==> config.mk <==
export PLATFORM = sky130hd
export DESIGN_NAME = uart_tx_buffer
export DESIGN_NICKNAME = d
export VERILOG_FILES = /design/src/rtl/uart_tx_buffer_pkg.sv /design/src/rtl/uart_tx_buffer_fifo.sv /design/src/rtl/uart_tx_buffer.sv
export SDC_FILE = /design/constraint.sdc
export NUM_CORES = 1
export LEC_CHECK = 0
export ABC_CLOCK_PERIOD_IN_PS = 7700
export CORE_ASPECT_RATIO = 0.6
export CORE_MARGIN = 2
export CORE_UTILIZATION = 50
export DETAILED_ROUTE_END_ITERATION = 12
export GPL_ROUTABILITY_DRIVEN = 0
export PLACE_DENSITY = 0.75
export SETUP_SLACK_MARGIN = 0.05
export SYNTH_ARGS = -nofsm -noshare
export SYNTH_HDL_FRONTEND = slang
export SYNTH_SLANG_ARGS = --single-unit
==> constraint.sdc <==
create_clock -name clk_in -period 7.7 [get_ports clk_in]
set_input_delay 0.77 -clock clk_in [delete_from_list [all_inputs] [get_ports clk_in]]
set_output_delay 0.77 -clock clk_in [all_outputs]
set_load 0.1 [all_outputs]
==> src/rtl/uart_tx_buffer_pkg.sv <==
// Shared types and constants for the FPGA-to-host UART transmit path.
package uart_tx_buffer_pkg;

    localparam int UART_TX_BUF_DEPTH_DEFAULT = 64;
    localparam int UART_TX_BUF_GUARD_DEFAULT = 2;

    localparam logic [7:0] ASCII_LF = 8'h0A;
    localparam logic [7:0] ASCII_CR = 8'h0D;

    typedef enum logic [1:0] {
        IDLE,
        GUARD_WAIT,
        DRAIN
    } tx_buf_state_t;

endpackage

==> src/rtl/uart_tx_buffer_fifo.sv <==
// sync_fifo: single-clock FIFO with level/full/empty and a show-ahead head output.
module sync_fifo
    import uart_tx_buffer_pkg::*;
#(
    parameter int WIDTH = 8,
    parameter int DEPTH = UART_TX_BUF_DEPTH_DEFAULT
) (
    input  logic                     clk_in,
    input  logic                     rst_in,
    input  logic                     push,
    input  logic [WIDTH-1:0]         push_data,
    input  logic                     pop,
    output logic [WIDTH-1:0]         head,
    output logic [$clog2(DEPTH):0]   level,
    output logic                     full,
    output logic                     empty
);

    localparam int AW = $clog2(DEPTH);
    localparam int LW = AW + 1;

    logic [WIDTH-1:0] mem [DEPTH];
    logic [AW-1:0]    wr_ptr;
    logic [AW-1:0]    rd_ptr;
    logic [LW-1:0]    count;
    logic             do_push;
    logic             do_pop;

    assign full    = (count == LW'(DEPTH));
    assign empty   = (count == '0);
    assign do_push = push && !full;
    assign do_pop  = pop && !empty;
    assign head    = mem[rd_ptr];
    assign level   = count;

    // NOTE: storage has no reset; the pointers and count define which entries are valid.
    always_ff @(posedge clk_in) begin
        if (do_push) begin
            mem[wr_ptr] <= push_data;
        end
    end

    // Pointers are AW bits wide, so DEPTH being a power of two makes wrap implicit.
    always_ff @(posedge clk_in) begin
        if (rst_in) begin
            wr_ptr <= '0;
            rd_ptr <= '0;
            count  <= '0;
        end else begin
            if (do_push) begin
                wr_ptr <= wr_ptr + 1'b1;
            end
            if (do_pop) begin
                rd_ptr <= rd_ptr + 1'b1;
            end
            case ({do_push, do_pop})
                2'b10:   count <= count + 1'b1;
                2'b01:   count <= count - 1'b1;
                default: count <= count;
            endcase
        end
    end

endmodule

==> src/rtl/uart_tx_buffer.sv <==
// Elastic byte buffer feeding uart_transmit via trigger/busy.
// Optional CR insertion before each LF when UART_TX_BUF_CRLF_EN is defined.
module uart_tx_buffer
    import uart_tx_buffer_pkg::*;
#(
    parameter int DEPTH = UART_TX_BUF_DEPTH_DEFAULT,
    parameter int GUARD = UART_TX_BUF_GUARD_DEFAULT
) (
    input  logic                   clk_in,
    input  logic                   rst_in,
    input  logic [7:0]             char_in,
    input  logic                   char_in_valid,
    output logic                   char_in_ready,
    output logic [7:0]             data_byte_out,
    output logic                   trigger_out,
    input  logic                   busy_in,
    output logic [$clog2(DEPTH):0] level_out
);

    localparam int GCW = $clog2(GUARD + 1) + 1;

    tx_buf_state_t  state;
    logic [GCW-1:0] guard_cnt;
    logic           guard_done;

    logic [7:0]     fifo_head;
    logic           fifo_full;
    logic           fifo_empty;
    logic           fifo_pop;

    logic           launch;
    logic           insert_cr;
    logic [7:0]     launch_byte;

    sync_fifo #(
        .WIDTH (8),
        .DEPTH (DEPTH)
    ) u_fifo (
        .clk_in    (clk_in),
        .rst_in    (rst_in),
        .push      (char_in_valid),
        .push_data (char_in),
        .pop       (fifo_pop),
        .head      (fifo_head),
        .level     (level_out),
        .full      (fifo_full),
        .empty     (fifo_empty)
    );

    // Ready comes from the registered count alone; a same-cycle pop does not free a slot.
    assign char_in_ready = !fifo_full;

    assign guard_done = (int'(guard_cnt) + 1 >= GUARD);

`ifdef UART_TX_BUF_CRLF_EN
    logic pending_lf;

    always_ff @(posedge clk_in) begin
        if (rst_in) begin
            pending_lf <= 1'b0;
        end else if (launch) begin
            pending_lf <= insert_cr;
        end
    end
`endif

    // NOTE: every always_comb output gets a default first so no latch is inferred.
    always_comb begin
        launch    = (state == IDLE) && !fifo_empty && !busy_in;
        insert_cr = 1'b0;
`ifdef UART_TX_BUF_CRLF_EN
        insert_cr = launch && (fifo_head == ASCII_LF) && !pending_lf;
`endif
        fifo_pop    = launch && !insert_cr;
        launch_byte = insert_cr ? ASCII_CR : fifo_head;
    end

    // busy_in is ignored during GUARD_WAIT to cover the transmitter's busy-assert latency.
    always_ff @(posedge clk_in) begin
        if (rst_in) begin
            state         <= IDLE;
            data_byte_out <= 8'h00;
            trigger_out   <= 1'b0;
            guard_cnt     <= '0;
        end else begin
            trigger_out <= 1'b0;
            case (state)
                IDLE: begin
                    if (launch) begin
                        data_byte_out <= launch_byte;
                        trigger_out   <= 1'b1;
                        guard_cnt     <= '0;
                        state         <= GUARD_WAIT;
                    end
                end
                GUARD_WAIT: begin
                    if (guard_done) begin
                        state <= DRAIN;
                    end else begin
                        guard_cnt <= guard_cnt + 1'b1;
                    end
                end
                DRAIN: begin
                    if (!busy_in) begin
                        state <= IDLE;
                    end
                end
                default: state <= IDLE;
            endcase
        end
    end

endmodule
After elaboration in Yosys (flattened, before gate mapping):

Memories as Yosys holds them, arrays and structs flattened. A register that Yosys moved wholly into a read port is not among the register bits.
Index checks and enable logic that the tools add are counted.

* flip-flop bits (word level): 25
* bits in writable memories: 512
* input bits: 12
* memories: 1

Memories
* u_fifo.mem: words 64, bits a word 8, rd ports 1, clocked after Yosys merged registers in 1, wr ports 1, line uart_tx_buffer_fifo.sv:22 `logic [WIDTH-1:0] mem [DEPTH];`

* add/sub/neg operators: 6
* $lt $le $gt $ge: 1
* equal/unequal tests: 9
* mux-type cells: 11
* bitwise operators: 1
* reductions and logical operators: 15

Operators with widths (count)
* case mux 7 bit (2 select lines): 1
* adder 6 x 1 -> 6 bit, second input constant: 2
* adder 7 x 1 -> 7 bit, second input constant: 1
* == test 7 bit, second input constant: 1
* zero test 7 bit: 1
* subtractor 7 x 1 -> 7 bit, second input constant: 1
* two-way mux 2 bit: 3
* two-way mux 3 bit: 2
* != test 2 bit, second input constant: 3
* case mux 2 bit (3 select lines): 1
* case mux 3 bit (2 select lines): 1
* AND reduction 3 bit: 2
* adder 3 x 1 -> 4 bit, second input constant: 1
* == test 2 x 1 -> 1 bit, second input constant: 2
* == test 2 bit, second input constant: 2
* greater-or-equal comparator 4 x 2 -> 1 bit, second input constant: 1
* logical AND 1 bit: 4
* nonzero test 2 bit: 2
* adder 3 x 1 -> 3 bit, second input constant: 1
* zero test 1 bit: 3
* two-way mux 1 bit: 3
* zero test 2 bit: 1
* != test 2 x 1 -> 1 bit, second input constant: 1
* AND reduction 2 bit: 1
* other kinds (2): 2

Logic depth before layout (Yosys ltp):

* word-level depth: 7
* gate-level depth with buffers: 13
* depth with buffers taken out: 11

By module:

From an unflattened synthesis, not the netlist that was laid out.

* cells, all modules: 1123
* area, all modules: 21700.8 um^2

By module, submodules not included
* sync_fifo: times used 1, cells each 1061, area an instance 21136.5 um^2
* uart_tx_buffer: times used 1, cells each 62, area an instance 564.3 um^2

Least setup slack after synthesis:

Ideal clock, no wire load.

* path kind: reg2reg
* start: reg u_fifo.count[1] (netlist: u_fifo.level[1])
* end: reg u_fifo.count[4] (netlist: u_fifo.level[4])
* library setup time: 0.121 ns
* arrival time: 3.919 ns
* slack: 3.661 ns
* stages on the path, launching flop included: 14
* path buffers: 3
* clock period less this slack: 4.039 ns
* path through: dfxtp_1 clkbuf_1 nor4_2 a311oi_1 buf_2 ha_1 clkbuf_1 xor2_1 ha_1 a21oi_1 o21ai_0 a211oi_1 mux2i_1 mux2_2

* longest elaborated chain between the ends: 7
* elaborated cells on any way between the ends: 14

RTL lines
* from (decl): line uart_tx_buffer_fifo.sv:25 `logic [LW-1:0] count;`
* from (signal assigned): line uart_tx_buffer_fifo.sv:57 `2'b10: count <= count + 1'b1;`
* from (signal assigned): line uart_tx_buffer_fifo.sv:58 `2'b01: count <= count - 1'b1;`
* from (signal assigned): line uart_tx_buffer_fifo.sv:59 `default: count <= count;`
* zero test 7 bit (*): line uart_tx_buffer_fifo.sv:30 `assign empty = (count == '0);`
* zero test 1 bit (*): line uart_tx_buffer_fifo.sv:32, uart_tx_buffer.sv:69
* logical AND 1 bit (2 in a row): line uart_tx_buffer.sv:69 `launch = (state == IDLE) && !fifo_empty && !busy_in;`
* logical AND 1 bit (*): line uart_tx_buffer_fifo.sv:32 `assign do_pop = pop && !empty;`
* net u_fifo.do_pop: line uart_tx_buffer_fifo.sv:27 `logic do_pop;`
* == test 2 x 1 -> 1 bit or == test 2 bit (tied branches): line uart_tx_buffer_fifo.sv:56 `case ({do_push, do_pop})`
* case mux 7 bit (2 select lines) or nonzero test 2 bit (tied branches)

The timed path passes the listed nets; every way through them passes the cells marked *.
A chain may end at the register's enable or synchronous reset.

==> results.json <==
{
  "status": "finished clean",
  "die_h_um": 165,
  "synthCells": 1184,
  "syn_to_final_growth_pct": 10.2,
  "clockBufferDepth": 3,
  "drive_gt1_frac": 0.167,
  "diodes": 0,
  "yosys_warnings": 0,
  "root_buffer": "clkbuf_16",
  "portBuffers": 28,
  "viasPerCell": 6.33,
  "htree_num_levels": 2,
  "cts_setup_buffers": 0,
  "yosys_most_used_dff": "edfxtp_1",
  "maxCapViolCount": 0,
  "cp-end-kind": "register",
  "min_period_ns": 3.64,
  "fin_worst_skew_ns": 0.0221,
  "grtUsageTotal": 0.226,
  "io_pins": 29,
  "setup_viol": 0,
  "synth.distinct_cells": 58,
  "rsz0062_at_grt": "no",
  "ir_drop_mv": 0.234,
  "path_class": "register to register",
  "startpoint_type": "register",
  "drv_slew": 0,
  "synth.avg_cell_area_um2": 18.2,
  "timing.setup.tns_ns": 0,
  "p_leak_uw": 0.00719,
  "ctsResizeCount": 0,
  "cts.sinks": 545,
  "grt_pass1_vias": 11000,
  "power_density_nw_per_um2": 291,
  "postCtsHoldBufs": 0,
  "vias": 11500,
  "wl_per_cell_um": 27.5,
  "cts_buffers": 45,
  "overflow": 0,
  "worst_skew_pair.late_latency_ns": 0.57,
  "cp.required_ns": 8.20,
  "hold_viol": 0,
  "syn-cell-area_um2": 21500,
  "path_max_fanout": 46,
  "drc": 0,
  "grt_max_degree": 65,
  "total_power_uw": 6910,
  "start_util": 0.511,
  "hp-class": "register to register",
  "cts_tree": "yes",
  "r2r_setup_slack_ns": 4.06,
  "synthArstFlopShare": 0,
  "dp_hpwl_mm": 30.3,
  "synth-edff-count": 512,
  "die_width_um": 272,
  "period_share": 0.473,
  "synth_fp_nets": 1203,
  "worst_slew_pin_slew_ns": 1.22,
  "drtIter0Drc": 1837,
  "synth_seq_cells": 545,
  "first_pass_iters": 5,
  "die-area_um2": 44800,
  "seq_area_frac_synth": 0.744,
  "antenna_left": 0,
  "antenna_found_initial": 1,
  "wirelength_mm": 49.8,
  "row_count": 58,
  "fillerInstances": 3112,
  "relSlewSlack": 0.185,
  "placedCellCount": 1731,
  "fmax_ghz": 0.274,
  "grt_pass1_wl_mm": 73.5,
  "coreArea_um2": 42200,
  "fin_nets": 1227,
  "cts.clk_slew.worst_paths_ns": 0.07,
  "final_cells": 1811,
  "critPathArrivalTime_ns": 4.15,
  "final_core_util": 0.563
}
[per-layer routing]
layer | track usage | share of wire
met2 | 0.310 | 0.42
met4 | 0.0512 | 0.018
met3 | 0.0788 | 0.13
met5 | 0 | 0.00016
met1 | 0.347 | 0.43
[final timing paths]
check,startpoint,end,depth (start not counted)
worst max register to register,u_fifo.rd_ptr[0],data_byte_out[0],6
worst max-delay path,u_fifo.rd_ptr[0],data_byte_out[0],6
worst min register to register,guard_cnt[1],guard_cnt[1],2
worst min-delay path,guard_cnt[1],guard_cnt[1],2
[Yosys cell counts, drive strengths merged (6+ instances only)]
cell	number	area [µm²]
edfxtp	512	15400
nor2	106	398
mux2i	92	921
mux4	80	1800
buf	42	243
dfxtp	33	661
clkbuf	29	109
nand2	24	90.1
o22ai	23	144
a21oi	21	105
mux2	20	225
o21ai	17	85.1
o221ai	14	123
o22a	11	96.3
a211oi	10	75.1
nand3	10	50.1
nand4	10	62.6
xor2	10	87.6
nor2b	9	56.3
nor3	9	45.0
nand3b	8	60.1
a22oi	7	52.6
ha	7	87.6
inv	7	26.3
a32oi	6	52.6
o31ai	6	45.0
[layout make-up]
type | instances | area, µm² | share of cell area
clock buffer | 50 | 1140 | 0.0482
clock inverter | 30 | 280 | 0.0118
inverter | 7 | 26.3 | 0.00111
multi-input combinational | 561 | 5140 | 0.216
sequential | 545 | 16000 | 0.676
tap | 570 | 713 | 0.0300
timing repair buffer | 48 | 390 | 0.0164
[placed cells by master, fill, tap and decap left out, drive strengths merged, types with 9 or more instances in the layout]
cell / n
a211oi: 10
a21oi: 21
buf: 28
clkbuf: 50
clkdlybuf4s50: 20
clkinv: 23
dfxtp: 33
edfxtp: 512
mux2: 20
mux2i: 92
mux4: 80
nand2: 24
nand3: 10
nand4: 10
nor2: 106
nor2b: 9
nor3: 9
o21ai: 17
o221ai: 14
o22a: 11
o22ai: 23
xor2: 10
[metrics by stage]
stage	hold slack (ns)	setup WS [ns]	cell area (µm²)
final	0.503	4.06	23700
after detailed placement	0.493	3.71	22300
after CTS	0.504	4.12	23700
after floorplan	0.456	3.66	21500
after global placement	0.472	3.82	22300
after global routing	0.516	3.80	23700
[logic make-up after synthesis]
group           synth area share
flops                      0.744
simple gates              0.0467
mux                        0.137
compound gates            0.0454
buf+inv                   0.0175
xor+xnor                 0.00528
fa+ha+maj                0.00406
[flip-flops by register name, summed over array words and instances (netlist names)]
name           cells
trigger_out        1
u_fifo.rd_ptr      6
guard_cnt          3
u_fifo.wr_ptr      6
u_fifo.level       7
state              2
data_byte_out      8
u_fifo.mem       512
[power breakdown]
part           switching, µW  internal (µW)  total, µW
Combinational            773            420       1190
Clock                   1050           1240       2290
Sequential               123           3310       3430
[critical path, stage by stage, from the launching register on]
cell	delay (ns)
dfxtp_4	0.90
buf_4	0.71
nand3b_1	0.68
nor2_1	0.26
nor4_1	0.07
a221oi_1	0.73
a211o_1	0.19
(Power assumes the default switching activity.)
